[src/rtl/l15_dcache_line_assembler.sv]
// Collects L1.5 return beats (optionally byte-swapped) into one D-cache refill line,
// carrying the first beat's TID and an error flag that covers every beat of the line.
module l15_dcache_line_assembler #(
  parameter int unsigned LineWidth = 128,
  parameter int unsigned BeatWidth = 64,
  parameter bit          BigEndian = 1'b1,
  parameter int unsigned TidWidth  = 2
) (
  input  logic                 clk_i,
  input  logic                 rst_ni,
  input  logic                 rtrn_valid_i,
  output logic                 rtrn_ready_o,
  input  logic [BeatWidth-1:0] rtrn_data_i,
  input  logic [TidWidth-1:0]  rtrn_tid_i,
  input  logic                 rtrn_err_i,
  output logic                 line_valid_o,
  input  logic                 line_ready_i,
  output logic [LineWidth-1:0] line_data_o,
  output logic [TidWidth-1:0]  line_tid_o,
  output logic                 line_err_o,
  output logic                 busy_o
);

  localparam int unsigned NumBeats  = LineWidth / BeatWidth;
  localparam int unsigned CntW      = (NumBeats > 1) ? $clog2(NumBeats) : 1;
  localparam int unsigned BeatBytes = BeatWidth / 8;

  localparam logic [0:0] COLLECT = 1'b0;
  localparam logic [0:0] FULL    = 1'b1;

  if ((LineWidth % BeatWidth) != 0) begin : g_bad_line_width
    $error("LineWidth must be a multiple of BeatWidth");
  end
  if ((BeatWidth % 8) != 0) begin : g_bad_beat_width
    $error("BeatWidth must be a multiple of 8");
  end
  if ((NumBeats < 1) || ((NumBeats & (NumBeats - 1)) != 0)) begin : g_bad_num_beats
    $error("NumBeats must be a power of two");
  end

  logic [0:0]           state_q, state_d;
  logic [CntW-1:0]      cnt_q, cnt_d;
  logic [LineWidth-1:0] data_q, data_d;
  logic [TidWidth-1:0]  tid_q, tid_d;
  logic                 err_q, err_d;
  logic                 valid_q, valid_d;
  logic                 ready_q, ready_d;
  logic                 busy_q, busy_d;
  logic [BeatWidth-1:0] beat_sw;
  logic                 accept;
  logic                 consume;

  // Big-endian NoC: byte j of the beat lands in byte BeatBytes-1-j.
  if (BigEndian) begin : g_swap
    for (genvar j = 0; j < BeatBytes; j++) begin : g_byte
      assign beat_sw[8*(BeatBytes-1-j) +: 8] = rtrn_data_i[8*j +: 8];
    end
  end else begin : g_pass
    assign beat_sw = rtrn_data_i;
  end

  assign accept  = rtrn_valid_i && ready_q;
  assign consume = valid_q && line_ready_i;

  // Next-state and registered-output decode.
  always_comb begin
    state_d = state_q;
    cnt_d   = cnt_q;
    data_d  = data_q;
    tid_d   = tid_q;
    err_d   = err_q;
    case (state_q)
      COLLECT: begin
        if (accept) begin
          data_d[cnt_q*BeatWidth +: BeatWidth] = beat_sw;
          if (cnt_q == '0) begin
            tid_d = rtrn_tid_i;
            err_d = rtrn_err_i;
          end else begin
            err_d = err_q | rtrn_err_i | (rtrn_tid_i != tid_q);
          end
          if (cnt_q == CntW'(NumBeats - 1)) begin
            cnt_d   = '0;
            state_d = FULL;
          end else begin
            cnt_d = cnt_q + CntW'(1);
          end
        end
      end
      FULL: begin
        if (consume) state_d = COLLECT;
      end
      default: state_d = COLLECT;
    endcase
    valid_d = (state_d == FULL);
    ready_d = (state_d == COLLECT);
    busy_d  = (state_d == COLLECT) && (cnt_d != '0);
  end

  always_ff @(posedge clk_i or negedge rst_ni) begin
    if (!rst_ni) begin
      state_q <= COLLECT;
      cnt_q   <= '0;
      data_q  <= '0;
      tid_q   <= '0;
      err_q   <= 1'b0;
      valid_q <= 1'b0;
      ready_q <= 1'b1;
      busy_q  <= 1'b0;
    end else begin
      state_q <= state_d;
      cnt_q   <= cnt_d;
      data_q  <= data_d;
      tid_q   <= tid_d;
      err_q   <= err_d;
      valid_q <= valid_d;
      ready_q <= ready_d;
      busy_q  <= busy_d;
    end
  end

  assign rtrn_ready_o = ready_q;
  assign line_valid_o = valid_q;
  assign line_data_o  = data_q;
  assign line_tid_o   = tid_q;
  assign line_err_o   = err_q;
  assign busy_o       = busy_q;

  // Handshake stability checks on both interfaces.
  a_rtrn_stable : assert property (@(posedge clk_i) disable iff (!rst_ni)
    (rtrn_valid_i && !rtrn_ready_o) |=> $stable(rtrn_data_i))
    else $error("rtrn_data_i changed while stalled");

  a_line_stable : assert property (@(posedge clk_i) disable iff (!rst_ni)
    (line_valid_o && !line_ready_i) |=>
      (line_valid_o && $stable(line_data_o) && $stable(line_tid_o) && $stable(line_err_o)))
    else $error("line outputs changed while stalled");

endmodule

[config.mk]
export PLATFORM = sky130hd
export DESIGN_NAME = l15_dcache_line_assembler
export DESIGN_NICKNAME = d
export VERILOG_FILES = /design/src/rtl/l15_dcache_line_assembler.sv
export SDC_FILE = /design/constraint.sdc
export NUM_CORES = 1
export LEC_CHECK = 0
export BUFFER_PORTS_ARGS = -buffer_cell sky130_fd_sc_hd__buf_2
export CAP_MARGIN = 10
export CORE_ASPECT_RATIO = 1.4
export CORE_MARGIN = 4
export CORE_UTILIZATION = 37
export CTS_BUF_LIST = sky130_fd_sc_hd__clkbuf_4
export CTS_CLUSTER_DIAMETER = 30
export CTS_CLUSTER_SIZE = 8
export DETAILED_ROUTE_END_ITERATION = 8
export RECOVER_POWER = 50
export SYNTH_ARGS = -nofsm -noshare
export SYNTH_HDL_FRONTEND = slang
export SYNTH_SLANG_ARGS = --single-unit
[constraint.sdc]
create_clock -name clk_i -period 2.1 [get_ports clk_i]
set_input_delay 0.42 -clock clk_i [delete_from_list [all_inputs] [get_ports clk_i]]
set_output_delay 0.42 -clock clk_i [all_outputs]
set_load 0.02 [all_outputs]
==> out/summary.md, run 1 <==
The H-tree depth was 4; the area of the mapped netlist was 5190 sq um. The number of max-cap violations is 0, and the core outline area is 13600 sq um. The filler cells instantiated in the layout total 1262.

With fillers left out, the area of the finished cells amounts to 6740 sq um. The detailed-placement wirelength estimate was 8.77 mm; the post-synthesis area per instance was 17.6 sq um. The critical path data required time is 2.72 ns.

The total via count after detailed routing is 3272. Data arrives at the worst endpoint at 2.31 ns. The top cell type's share of synthesized area was 64.6%.

The startpoint identified for the worst hold timing path is rtrn_data_i[54]. The run gives 0 as the total number of yosys warnings. The logs give 0 for the post-cts resize count and 17 for the total CTS buffers.

Counting every net in the synthesized netlist gives 366. After the first detailed-routing iteration, the DRC count stood at 70. The congestion estimate from routability-driven global placement came to 0.744.

Dominant synthesized flop cell: dfrtp_1. The first global-routing pass estimated 19.2 mm of wire. The top-level I/O count was 205; the number of flops mapped to enable cells by yosys was 0. The cell leakage power is 3.28 nW. Clock-pin slew was measured on the worst setup and hold paths at 0.12 ns. Setup repair after global routing left no endpoint under its margin.

At the pin with the least slew margin, the transition time is 1.25 ns. From synthesis to final layout, the design area changed by 29.8%. The placed instances occupy a cell area of 6460 sq um.

Fraction of final layout cells with drive strength greater than 1: 52.3%. Once layout is complete, the cells apart from fillers number 711. Dividing the detail-routed wire length by the instance count gives 16.9 um. The logs give 0 for the max-slew violation total from the final report and 1 for the initial antenna violation count. The worst path uses 80.4% of the clock period. The leading area contributor after synthesis is dfrtp_1.

From bottom edge to top edge, the die measures 148 um. In this run the remaining antenna-violating nets after routing total 0. The number of setup buffers added after CTS is 0. The startpoint of the most critical setup path is rst_ni. The run finished with clean final reports.

By startpoint and endpoint, the worst setup path is classified as input pin to async pin. Registers take 3380 sq um. The highest net fanout along the worst path was 48; the number of global-route vias before repair was 3613.

The clock drives 135 sinks. Setup violations remaining at the end of the flow were counted as 0. Before antenna repair, the detailed router went through 4 iterations. The initial core utilization came out at 38.2%. For this run, the total global-route usage over all layers was measured as 15.5%. The number of placed instances, taps included, is 677. Summed over all failing endpoints, the final setup total negative slack is 0 ns. By area the synthesized netlist is led by dfrtp_1 (65%), mux2_2 (11%), mux2_4 (11%).

The multi-input combinational cells in the finished layout cover a total of 1710 sq um. TritonCTS built the clock tree. The final layout contains routed wiring with a total length of 12.0 mm. Dividing the detail-routed via count by the number of cells gives 4.60.

For this run, asynchronously set or reset flops after synthesis account for 100%. Kind of path behind the tightest hold check: input pin to flip-flop. Number of hold violations in the final report: 0. VDD sags by at most 0.780 mV. Headroom to the max-slew limit came out at 16.5%. The startpoint kind of the worst setup timing path was an input pin.

In the synthesized netlist, the number of instances is 295. The clock reaches the later pin of the worst-skew pair after 0.50 ns. Counting instances in the post-synthesis netlist gives the leading cell types as dfrtp_1 (134), mux2_2 (52), mux2_1 (40), mux2_4 (38), buf_2 (6). The horizontal extent of the die is 108 um. The total grt overflow was 0. The tools report the share of the yosys chip area belonging to registers as 65.1%. The power density over the cells works out to 1800 nW/um^2. The buffer cell driving the clock tree root was clkbuf_4. The tools report the post-cts hold buffer count as 1.

The startpoint identified for the worst register-to-register timing path is rtrn_ready_o$_DFF_PN1_. Across the routed clock network, the largest skew measured is 0.0170 ns. In this run the core area contains 50 standard-cell rows.

The longest clock path from root to sink contains 2 buffers. After detailed routing, the number of remaining DRC violations is 0. The count of buffers added on input and output ports is 204. The logs give 16000 sq um for the die footprint and 49 for the maximum number of pins on one net before global-route repair.

The cell with the most instances after synthesis is dfrtp_1. Based on the critical path, the design can be clocked at up to 592 MHz. After synthesis the netlist holds a flip-flop and latch count of 135. The worst setup path is captured at an async pin. Hold timing on the final database bottoms out at a slack of 0.134 ns. The net count of the finished layout came out at 586.

Synthesis instantiated 19 different standard cells from the library. The worst path in the final design needs a cycle of 1.69 ns, including I/O delays and setup. Power comes to 12.1 mW.
## state kept, by name (all words and copies together) (netlist names)
name          cells
line_data_o     128
line_tid_o        2
busy_o            1
cnt_q             1
line_err_o        1
line_valid_o      1
rtrn_ready_o      1
## cell usage in the layout (no fill, tap or decap), types with 2 or more instances in the layout
cell type   netlist  final
a22oi_1           2      2
buf_12            0      3
buf_2             6    143
buf_4             2      4
bufinv_16         0      5
clkbuf_1          0     61
clkbuf_2          0      2
clkbuf_4          0     18
clkinv_2          0      2
clkinvlp_4        0      2
dfrtp_1         134    134
inv_1             2      2
inv_6             0      3
mux2_1           40     40
mux2_2           52     52
mux2_4           38     38
nand2_1           2      2
nor2_1            2      2
nor3_1            2      2
xor2_1            2      2
## stage by stage
stage | utilization [%] | setup slack, ns
after global routing | 49.6 | 0.220
final | 49.6 | 0.411
after floorplan | - | 0.496
after detailed placement | 47.6 | 0.374
after global placement | 47.6 | 0.405
after CTS | 50.3 | 0.386
## power by group
| part | internal, mW | switching (mW) |
|---|---|---|
| registers | 3.93 | 0.716 |
| logic | 2.28 | 3.12 |
| clock network | 1.10 | 0.994 |
## routing by layer
layer | track usage, % | wire [um] | vias up
met5 | 0 | 0 | -
li1 | - | - | 1480
met2 | 26.7 | 6240 | 129
met1 | 17.7 | 4590 | 1649
met4 | 5.43 | 214 | 0
met3 | 5.25 | 995 | 14
## worst paths after layout
kind                            slack [ns]  cells after the start                            to
worst max register to register        0.44                      4  line_data_o[102]$_DFFE_PN0P_
worst max-delay path                  0.41                      3        rtrn_ready_o$_DFF_PN1_
max in group clk_i                    0.44                      4  line_data_o[102]$_DFFE_PN0P_
worst min register to register        0.50                      1   line_data_o[95]$_DFFE_PN0P_
min in group asynchronous             0.71                      2   line_data_o[42]$_DFFE_PN0P_
worst min-delay path                  0.13                      2   line_data_o[78]$_DFFE_PN0P_
## cell families after synthesis
logic type	count (synthesis)	synth area share (%)
AOI/OAI and AO/OA	2	0.289
buffers and inverters	15	2.10
muxes	130	31.0
and+or+nand+nor	11	1.18
DFF	135	65.1
xor gates and xnor gates	2	0.338
## area by class of cell
cell class                      count  share of cell area, %
Inverter                            2                  0.111
Clock buffer                       18                   2.01
Tap cell                          182                   3.38
Timing Repair Buffer              214                   15.7
Multi-Input combinational cell    145                   25.3
Clock inverter                     14                   3.29
Sequential cell                   135                   50.2
Antenna cell                        1                 0.0372
## critical path, cell delays in order
cell and delay [ns]:
dlygate4sd3_1 0.53, clkbuf_2 0.93, buf_4 0.41
Note: power is estimated with default switching activity, not from simulation.
==> inputs of run 2 (changes only) <==
--- a/config.mk
+++ b/config.mk
@@ -5,6 +5,7 @@
 export SDC_FILE = /design/constraint.sdc
 export NUM_CORES = 1
 export LEC_CHECK = 0
+export ABC_AREA = 1
 export BUFFER_PORTS_ARGS = -buffer_cell sky130_fd_sc_hd__buf_2
 export CAP_MARGIN = 10
 export CORE_ASPECT_RATIO = 1.4
@@ -14,6 +15,7 @@
 export CTS_CLUSTER_DIAMETER = 30
 export CTS_CLUSTER_SIZE = 8
 export DETAILED_ROUTE_END_ITERATION = 8
+export PLACE_DENSITY = 0.66
 export RECOVER_POWER = 50
 export SYNTH_ARGS = -nofsm -noshare
 export SYNTH_HDL_FRONTEND = slang
==> constraint.sdc (replaced) <==
create_clock -name clk_i -period 1.5 [get_ports clk_i]
set_input_delay 0.3 -clock clk_i [delete_from_list [all_inputs] [get_ports clk_i]]
set_output_delay 0.3 -clock clk_i [all_outputs]
set_load 0.02 [all_outputs]
==> out/summary.md, run 2 <==
Number of flip-flops under the largest register name: 128 (unchanged). The count of buffers inserted at the top-level ports is 204 (unchanged), and the final setup skew is 0.0111 ns (was 0.0170 ns). The run gives 0 (unchanged) as the total grt overflow. The worst setup timing slack at the placement stage was 0.160 ns (was 0.374 ns); the critical path's largest stage delay was 0.56 ns (was 0.93 ns). The maximum number of pins on one net before global-route repair is 80 (was 49). The top cell type's share of synthesized area was 62.8% (was 64.6%); the share of the yosys chip area belonging to registers was 63.3% (was 65.1%).

The async set-or-reset flop fraction in the synthesized netlist came out at 100% (unchanged). The run gives 13.4 mm (was 12.0 mm) as the aggregate routed wire length. The library cell contributing the largest single delay on the critical path was dfstp_2 (was clkbuf_2).

The average wire per cell in the routed design was 14.1 um (was 16.9 um). The power density over the cells is 2270 nW/um^2 (was 1800 nW/um^2). Via count normalized by instance count: 4.51 (was 4.60).

Leading cell types by total area after synthesis: dfrtp_1 (63%), nand2_1 (9.6%), o21ai_2 (8.4%) (was dfrtp_1 (65%), mux2_2 (11%), mux2_4 (11%)). The clock network power share is 15.5% (was 17.2%), and the total of fill cells in the finished design is 1302 (was 1262). Cell types with the highest counts after synthesis: nand2_1 (137), dfrtp_1 (134), inv_1 (70), o21ai_1 (67), o21ai_2 (51) (was dfrtp_1 (134), mux2_2 (52), mux2_1 (40), mux2_4 (38), buf_2 (6)).

The detailed-placement wirelength estimate came out at 9.48 mm (was 8.77 mm). The kind of cell adding the most delay to the critical path is flip-flops (was buffers and inverters). The number of buffer and inverter stages on the critical path is 1 (was 3), and the maximum VDD drop is 1.02 mV (was 0.780 mV). The run gives 0.50 ns (about the same) as the insertion delay of the later-clocked pin in the worst-skew pair. The achievable clock frequency is 677 MHz, and the post-synthesis area per instance is 10.4 sq um (was 17.6 sq um). The logs give 583 (was 366) for the post-synth net total and 0 (unchanged) for the max-slew violation total from the final report. Cell with the most instances after synthesis: nand2_1 (was dfrtp_1).

The tools report the kind of end point of the critical path as an output port (was an async pin). The logs give 4 (unchanged) for the H-tree depth and 158 (was 70) for the DRC marker count from the first detailed-route iteration. The tools report the part of the power in combinational logic as 45.2% (was 44.5%). The die footprint came out at 16400 sq um (was 16000 sq um). Total routing usage reported by global routing: 16.2% (was 15.5%).

The number of max-cap violations is 0 (unchanged). The remaining design rule violation count was 0 (unchanged). For the number of global-route vias before repair, the log shows 4354 (was 3613). The number of instances in the synthesized netlist came out at 512 (was 295). The fraction of final layout cells with drive strength greater than 1 was 40.2% (was 52.3%). Leading area contributor after synthesis: dfrtp_1 (unchanged). The logs give 0.0232 ns (was 0.411 ns) for the setup slack of the critical path after layout and 7.11 mW (was 4.83 mW) for the reported net switching power.

The run gives 885 (was 677) as the total placed cells including tap cells. The initial antenna violation count came out at 0 (was 1). The overall power is 16.2 mW (was 12.1 mW). The data arrival time of the critical path was 1.18 ns (was 2.31 ns). The highest net fanout along the worst path is 2 (was 48). The tools report the initial core utilization as 38.0% (was 38.2%). The run finished with clean final reports.

The smallest clock period supported by the final layout is computed as 1.48 ns. Die extent in y: 150 um (was 148 um). The critical path class is flip-flop to output port (was input pin to async pin). The maximum count of clock buffers along a single path was 2 (unchanged).

The footprint of the multi-input gates was 1430 sq um (was 1710 sq um). The dominant synthesized flop cell was dfrtp_1 (unchanged). The buffer cell driving the clock tree root was clkbuf_4 (unchanged). The total via count after detailed routing is 4267 (was 3272), and the transition time at the pin with the least slew margin is 1.06 ns (was 1.25 ns). The final setup violation count is 0 (unchanged), and the flip-flop and latch count after synthesis is 135 (unchanged). The number of flops mapped to enable cells by yosys is 0 (unchanged). For the top-level I/O count, the log shows 205 (unchanged).

The relative slew slack came out at 29.6% (was 16.5%). The share of power burned in registers is 39.2% (was 38.3%), and the accumulated negative setup slack is 0 ns (unchanged). The critical path data required time was 1.20 ns (was 2.72 ns); the horizontal extent of the die was 110 um (was 108 um).

The run gives 3380 sq um (unchanged) as the storage element area. Commonest cells after routing, fill and taps aside: buf_2 (170), nand2_1 (137), dfrtp_1 (134) (was buf_2 (143), dfrtp_1 (134), clkbuf_1 (61)). The number of detailed-routing iterations run before antenna repair was 4 (unchanged). Cells along the critical path: buf_6 (was dlygate4sd3_1 > clkbuf_2 > buf_4). Kind of path behind the tightest hold check: input pin to flip-flop (unchanged). The commonest non-fill, non-tap cell in the layout is buf_2 (unchanged). The number of hold violations in the final report is 0 (unchanged), and the post-route non-filler standard cell count is 947 (was 711).

Switching portion of total power: 44.0% (was 39.8%). The number of different library cells in the post-synthesis netlist was 18 (was 19). Setup repair after global routing could not meet its margin everywhere. The number of nets with antenna violations after detailed routing came out at 0 (unchanged).

The core outline area was 14000 sq um (was 13600 sq um). The startpoint kind of the worst setup timing path was a flip-flop (was an input pin). The total CTS buffers was 17 (unchanged).

The total number of yosys warnings is 0 (unchanged), and the internal power summed over all cells is 9.04 mW (was 7.31 mW). Area of the mapped netlist: 5340 sq um (was 5190 sq um). TritonCTS built the clock tree. The post-synthesis to final-layout area growth was 33.2% (was 29.8%). The number of cell rows is 51 (was 50), and the CTS clock-pin slew for the worst setup and hold paths is 0.12 ns (about the same). The net count of the finished layout was 821 (was 586).

The number of inserted diodes was 0 (was 1); the routability-driven placement congestion ratio was 0.765 (was 0.744). The share of the clock period used by the worst path works out to 98.5%. The cell leakage power is 3.94 nW (was 3.28 nW). For the global-route wire length before repair, the log shows 20.9 mm (was 19.2 mm). Clock sink count: 135 (unchanged).
==> run 2: cell types whose count changed in the layout (fill, tap and decap cells not counted), moves of 35 or more <==
cell      change
mux2_1       -40
o21ai_1      +68
inv_1        +68
nand2_1     +135
clkbuf_2     +35
mux2_4       -38
o21ai_2      +51
clkbuf_1     -61
mux2_2       -52
==> run 2: layer usage <==
layer,track usage (%),routed length (um)
met5,0,0
met4,7.24,314
met3,4.59,931
met2,28.1,7130
met1,18.3,5020
==> run 2: stage by stage <==
step	instance area (sq um)	hold WS (ns)	utilization, %
2_1_floorplan	5340	0.00441	-
3_3_place_gp	6490	0.230	46.2
3_5_place_dp	6490	0.241	46.2
4_1_cts	7090	0.00146	50.5
5_1_grt	7110	0.00238	50.6
6_report	7110	0.0539	50.6
==> run 2: kinds of logic after synthesis <==
| logic type | count (synthesis) | synth area share [%] |
|---|---|---|
| buffers and inverters | 101 | 10.0 |
| DFF | 135 | 63.3 |
| AOI/OAI and AO/OA | 134 | 16.1 |
| and+or+nand+nor | 142 | 10.5 |
==> run 2: final timing paths <==
check / from / to / slack, ns / depth (start not counted)
worst max-delay path: rtrn_ready_o$_DFF_PN1_ / rtrn_ready_o / 0.02 / 1
worst min-delay path: rtrn_data_i[44] / line_data_o[84]$_DFFE_PN0P_ / 0.05 / 3
worst max register to register: rtrn_ready_o$_DFF_PN1_ / line_data_o[119]$_DFFE_PN0P_ / 0.04 / 7
worst min register to register: line_data_o[108]$_DFFE_PN0P_ / line_data_o[108]$_DFFE_PN0P_ / 0.49 / 2
max in group asynchronous: rst_ni / line_data_o[2]$_DFFE_PN0P_ / 0.13 / 3
min in group asynchronous: rst_ni / line_data_o[116]$_DFFE_PN0P_ / 0.51 / 2
==> run 2: layout make-up <==
type                    count  area share [%]
flip-flops and latches    135            47.5
repair buffers            247            21.1
multi-input cells         276            20.0
inverters                  73            3.89
well taps                 185            3.26
clock inverters            12            2.16
clock buffers              19            2.01
==> run 2: power by group through the flow <==
stage	Sequential [mW]	Combinational, mW	Clock (mW)
floorplan	8.37	2.79	0
global placement	6.32	7.06	0
detailed placement	6.40	7.24	0
CTS	6.33	7.33	2.59
global route	6.55	7.97	2.76
finish	6.33	7.31	2.51
==> run 2: what timing repair did <==
action	4_1_cts	5_1_grt
setup buffers	1	0
cloned	0	1
setup endpoints to repair	1	65
endpoints found under the hold margin	73	0
gates resized for setup	2	2
hold buffers	29	0
